**src/rtl/wb_bus_arbiter.sv**
```systemverilog
// Two-master, four-slave Wishbone arbiter.
// Master 0 is the instruction bus and master 1 is the data bus.
// Each grant lasts for one transaction. The slave is chosen by addr[31:28]
// at grant time. Addresses outside slaves 0..3 get an immediate error-free ack
// with zero data. A granted cycle that gets no ack for TIMEOUT cycles is
// ended with a forced ack and a timeout_o pulse.
module wb_bus_arbiter #(
  parameter logic [7:0] TIMEOUT = 8'd255
) (
  input  logic        clk,
  input  logic        rst,
  // master 0 (instruction bus)
  input  logic [31:0] m0_addr_i,
  input  logic [31:0] m0_data_i,
  input  logic        m0_we_i,
  input  logic [3:0]  m0_sel_i,
  input  logic        m0_stb_i,
  input  logic        m0_cyc_i,
  output logic [31:0] m0_data_o,
  output logic        m0_ack_o,
  // master 1 (data bus)
  input  logic [31:0] m1_addr_i,
  input  logic [31:0] m1_data_i,
  input  logic        m1_we_i,
  input  logic [3:0]  m1_sel_i,
  input  logic        m1_stb_i,
  input  logic        m1_cyc_i,
  output logic [31:0] m1_data_o,
  output logic        m1_ack_o,
  // slave side
  output logic [31:0] s_addr_o,
  output logic [31:0] s_data_o,
  output logic        s_we_o,
  output logic [3:0]  s_sel_o,
  output logic        s_cyc_o,
  output logic [3:0]  s_stb_o,
  input  logic [31:0] s0_data_i,
  input  logic [31:0] s1_data_i,
  input  logic [31:0] s2_data_i,
  input  logic [31:0] s3_data_i,
  input  logic [3:0]  s_ack_i,
  output logic        timeout_o
);

  // state | meaning
  // IDLE  | no grant, all slave-side outputs low
  // BUSY0 | master 0 owns the bus until ack or abort
  // BUSY1 | master 1 owns the bus until ack or abort
  typedef enum logic [1:0] {IDLE, BUSY0, BUSY1} state_t;

  state_t      state_q;
  logic        last_gnt_q;
  logic [7:0]  cnt_q;
  logic [1:0]  sel_q;
  logic        unmapped_q;

  logic        gnt_d;
  logic        gnt_m1_d;
  logic [31:0] gnt_addr_d;
  logic [1:0]  sel_d;
  logic        unmapped_d;

  logic        busy;
  logic        own_m1;
  logic [31:0] m_addr;
  logic [31:0] m_wdata;
  logic        m_we;
  logic [3:0]  m_sel;
  logic        m_stb;
  logic        m_cyc;
  logic        tmo;
  logic        slv_ack;
  logic [31:0] slv_data;
  logic        ack;
  logic [31:0] rdata;
  logic [3:0]  stb;

  // Grant decision in IDLE: a lone requester wins; on a tie the master that
  // was not granted last time wins. The address is decoded from the winner.
  always_comb begin
    gnt_d    = m0_cyc_i | m1_cyc_i;
    gnt_m1_d = 1'b0;
    if (m0_cyc_i && m1_cyc_i) begin
      gnt_m1_d = ~last_gnt_q;
    end else if (m1_cyc_i) begin
      gnt_m1_d = 1'b1;
    end
    gnt_addr_d = gnt_m1_d ? m1_addr_i : m0_addr_i;
    sel_d      = gnt_addr_d[29:28];
    unmapped_d = (gnt_addr_d[31:30] != 2'b00);
  end

  // Mux the owning master onto the slave side and the selected slave back.
  always_comb begin
    busy     = (state_q != IDLE);
    own_m1   = (state_q == BUSY1);
    m_addr   = own_m1 ? m1_addr_i : m0_addr_i;
    m_wdata  = own_m1 ? m1_data_i : m0_data_i;
    m_we     = own_m1 ? m1_we_i   : m0_we_i;
    m_sel    = own_m1 ? m1_sel_i  : m0_sel_i;
    m_stb    = own_m1 ? m1_stb_i  : m0_stb_i;
    m_cyc    = own_m1 ? m1_cyc_i  : m0_cyc_i;
    tmo      = busy && (cnt_q == TIMEOUT);
    slv_ack  = s_ack_i[sel_q];
    case (sel_q)
      2'd0:    slv_data = s0_data_i;
      2'd1:    slv_data = s1_data_i;
      2'd2:    slv_data = s2_data_i;
      default: slv_data = s3_data_i;
    endcase
    // Unmapped and timed-out cycles return zero data so that a stale slave
    // bus never leaks into the master.
    ack      = busy & (tmo | unmapped_q | slv_ack);
    rdata    = (tmo | unmapped_q) ? 32'h0 : slv_data;
    stb      = 4'b0000;
    stb[sel_q] = busy & m_stb & m_cyc & ~unmapped_q & ~tmo;
  end

  // Drive the ports. Reset forces everything low combinationally so that the
  // bus is quiet for the whole reset cycle, not only after the edge.
  always_comb begin
    s_addr_o  = (busy && !rst) ? m_addr  : 32'h0;
    s_data_o  = (busy && !rst) ? m_wdata : 32'h0;
    s_we_o    = busy & ~rst & m_we;
    s_sel_o   = (busy && !rst) ? m_sel   : 4'h0;
    s_cyc_o   = busy & ~rst & m_cyc;
    s_stb_o   = rst ? 4'b0000 : stb;
    timeout_o = tmo & ~rst;
    m0_ack_o  = (state_q == BUSY0) & ~rst & ack;
    m1_ack_o  = (state_q == BUSY1) & ~rst & ack;
    m0_data_o = ((state_q == BUSY0) && !rst) ? rdata : 32'h0;
    m1_data_o = ((state_q == BUSY1) && !rst) ? rdata : 32'h0;
  end

  // Arbitration FSM with the watchdog counter and the latched slave select.
  always_ff @(posedge clk) begin
    if (rst) begin
      state_q    <= IDLE;
      last_gnt_q <= 1'b1;
      cnt_q      <= 8'h0;
      sel_q      <= 2'd0;
      unmapped_q <= 1'b0;
    end else begin
      case (state_q)
        IDLE: begin
          if (gnt_d) begin
            state_q    <= gnt_m1_d ? BUSY1 : BUSY0;
            last_gnt_q <= gnt_m1_d;
            cnt_q      <= 8'h0;
            sel_q      <= sel_d;
            unmapped_q <= unmapped_d;
          end
        end
        BUSY0, BUSY1: begin
          if (ack || !m_cyc) begin
            state_q <= IDLE;
          end else begin
            cnt_q <= cnt_q + 8'd1;
          end
        end
        default: state_q <= IDLE;
      endcase
    end
  end

endmodule

```
**config.mk**
```make
export PLATFORM = sky130hd
export DESIGN_NAME = wb_bus_arbiter
export DESIGN_NICKNAME = d
export VERILOG_FILES = /design/src/rtl/wb_bus_arbiter.sv
export SDC_FILE = /design/constraint.sdc
export NUM_CORES = 1
export LEC_CHECK = 0
export CORE_AREA = 2 2 161 163
export DETAILED_ROUTE_END_ITERATION = 8
export DIE_AREA = 0 0 163 165
export MAX_ROUTING_LAYER = met4
export PLACE_DENSITY = 0.54
export SYNTH_ARGS = -nofsm -noshare
export SYNTH_HDL_FRONTEND = slang
export SYNTH_SLANG_ARGS = --single-unit
```
**constraint.sdc**
```tcl
create_clock -name clk -period 2.43 [get_ports clk]
set_input_delay 0.486 -clock clk [delete_from_list [all_inputs] [get_ports clk]]
set_output_delay 0.486 -clock clk [all_outputs]
set_load 0.1 [all_outputs]
```
==> reports/results.tsv, run 1 <==
metric	value	unit
outcome	finished, violations left	
violations	negative setup slack	
final_util	0.425	
path_max_fanout	4	
cp_cell_sequence	inv_4 > ha_4 > and4b_4 > a21o_4 > or4_4 > nor3b_4 > buf_12	
cts_htree_levels	1	
grt_max_degree	38	
min_from	cnt_q[4]	
synth_flop_cell	dfxtp_1	
design_power_total	0.00396	W
root_buffer	clkbuf_16	
netlist_top_cells_count	nor2_1, mux2i_1, and2_1, mux4_2, clkbuf_1	
synth_warnings	0	
die_w	163	microns
clk_pin_slew	0.05	ns
dpl.cell_count	1130	
port_buffers	416	
grt_first_pass_wirelength	30900	microns
path_class	reg -> out	
clock_skew	0.00157	ns
rsz0062_at_grt	yes	
cp.arrival	2.17	ns
cts_hold_buf	0	
period_share	1.09	
slew_headroom	0.744	
cp_top_family	simple AND/OR/NAND/NOR gates	
cp-start-kind	flip-flop	
ys_types	44	
dieHeight	165	microns
hold_viol	0	
yosysTopAreaCell	mux4_2	
vias	4673	
cts_tree	done	
gp_congestion	0.817	
first_iter_violations	117	
numCtsBuffers	3	
track_usage	0.159	
worstPathRequired	1.94	ns
synthMostInstantiatedCell	nor2_1	
startpoint	state_q[1]	
start_util	0.127	
worstMarginPinSlew	0.379	ns
grt_pass1_vias	4766	
drive_above_1_share	0.502	
drv_cap	0	
nets	1097	
core	25000	sq um
drtPass1Iterations	4	
clockBufferDepth	2	
cp_slowest_cell	or4_4	
clock_latency	0.25	ns
synth.top_cell.area_share	0.235	
grt_overflow_total	0	
synth_area_leaders	mux4_2, mux2i_1, and2_1	
synthesis.area	3170	sq um
synth.yosys.seq_area_share	0.0885	
wirelength	23200	microns
syn_to_final_growth	236	%
timing.fmax	377	MHz
fin_cells	1148	
dieArea	26900	sq um
r2r_start	state_q[1]	
synth_nets	661	
async_flop_share	0	
syn_area_per_cell	8.32	sq um
ys_seq_elements	14	
power_density	372	nW/um^2
fin_crit	2.65	ns
avgRoutedWirePerCell	20.2	microns
setup_violations	68	
p_leak	3.76	nW
core.rowCount	58	
antenna_found_initial	2	
synth_edf_count	0	
synthCells	381	
dpl.hpwl	19500	microns
slowest_delay	0.49	ns
ios	417	
slew_viol_final	0	
worst-path-buf-inv	2	
ant_nets	0	
drc	0	
vias_per_cell	4.07	
cts.sinks	14	
vdd_drop_max	0.000196	V
cp-end-kind	output port	
hp-class	reg -> reg	
worst_slack	-0.224	ns
[worst paths after layout]
path / to / slack (ns) / depth (start not counted)
worst max-delay path: s_stb_o[1] / -0.22 / 7
worst max register to register: state_q[1] / 0.37 / 9
worst min register to register: cnt_q[4] / 0.50 / 1
worst min-delay path: cnt_q[4] / 0.50 / 1
[sequential cells by signal, indices dropped and copies added, names as in the netlist]
register	flops
last_gnt_q	1
state_q	2
unmapped_q	1
sel_q	2
cnt_q	8
[logic make-up (layout without fill, tap and decap cells)]
logic type | after synthesis | count (layout) | share of synthesized area
AND/OR/NAND/NOR | 187 | 187 | 0.300
multiplexers | 107 | 107 | 0.470
buffers and inverters | 38 | 473 | 0.0490
flip-flops | 14 | 14 | 0.0885
other | 0 | 2 | 0
AO/OA/AOI/OAI | 31 | 31 | 0.0770
adder cells (fa/ha/maj) | 4 | 4 | 0.0158
[layout by cell type (no fill, tap or decap), drive strengths merged, types with 2 or more instances in the layout]
| cell | Yosys | layout |
|---|---|---|
| inv | 3 | 3 |
| nor2 | 85 | 85 |
| or2 | 3 | 3 |
| and3 | 2 | 2 |
| mux4 | 33 | 33 |
| o21ai | 6 | 6 |
| clkdlybuf4s50 | 0 | 270 |
| nor2b | 3 | 3 |
| nor4 | 4 | 4 |
| o211ai | 3 | 3 |
| and2 | 64 | 64 |
| dfxtp | 14 | 14 |
| a21oi | 4 | 4 |
| ha | 4 | 4 |
| nor3b | 4 | 4 |
| clkbuf | 21 | 9 |
| a31oi | 2 | 2 |
| mux2i | 73 | 73 |
| dlygate4sd2 | 0 | 5 |
| a22o | 2 | 2 |
| nand3 | 6 | 6 |
| diode | 0 | 2 |
| nand2 | 7 | 7 |
| buf | 14 | 186 |
| a21o | 4 | 4 |
| nor3 | 2 | 2 |
| nand2b | 3 | 3 |
| a211oi | 3 | 3 |
[layout make-up]
cell class / instances / area (sq um)
fillers: 2412 / 14400
repair buffers: 466 / 6220
inverters: 3 / 16.3
well taps: 330 / 413
flip-flops and latches: 14 / 288
multi-input cells: 329 / 3600
clock buffers: 4 / 88.8
diodes: 2 / 5.00
[timing repair]
item | in CTS | in global routing
gates resized for setup | 64 | 16
setup buffers | 2 | 1
pin swaps | 9 | 4
gates cloned | 4 | 5
setup endpoints to repair | 140 | 114
[power breakdown]
part	switching, W	internal [W]	total [W]
registers	0.0000216	0.000248	0.000270
logic	0.00182	0.00151	0.00333
clock network	0.000105	0.000250	0.000355
[through the flow]
| step | setup slack [ns] | setup TNS, ns | cell area [sq um] | hold WS [ns] |
|---|---|---|---|---|
| 2_1_floorplan | -0.370 | -1.26 | 3860 | 0.447 |
| 3_3_place_gp | -0.296 | -16.52 | 10100 | 0.486 |
| 3_5_place_dp | -0.315 | -18.79 | 10100 | 0.499 |
| 4_1_cts | -0.251 | -11.47 | 10400 | 0.506 |
| 5_1_grt | -0.264 | -13.69 | 10600 | 0.528 |
| 6_report | -0.224 | -10.35 | 10600 | 0.504 |
[routing by layer]
layer	part of all wire	vias to the layer above	global-route usage
met4	0.0085	0	0.0201
met2	0.56	259	0.303
met1	0.35	2146	0.170
li1	-	2258	-
met5	0	-	-
met3	0.081	10	0.0382
(Power assumes the default switching activity.)
==> inputs of run 2 (changes only) <==
SLEW_MARGIN = 10   (was unset)
==> results of run 2 <==
The final DEF is identical to that of run 1; final timing and power are the same.
==> inputs of run 3 (changes only) <==
CTS_CLUSTER_SIZE = 12   (was unset)
==> results of run 3 <==
The final DEF is identical to that of run 1; final timing and power are the same.
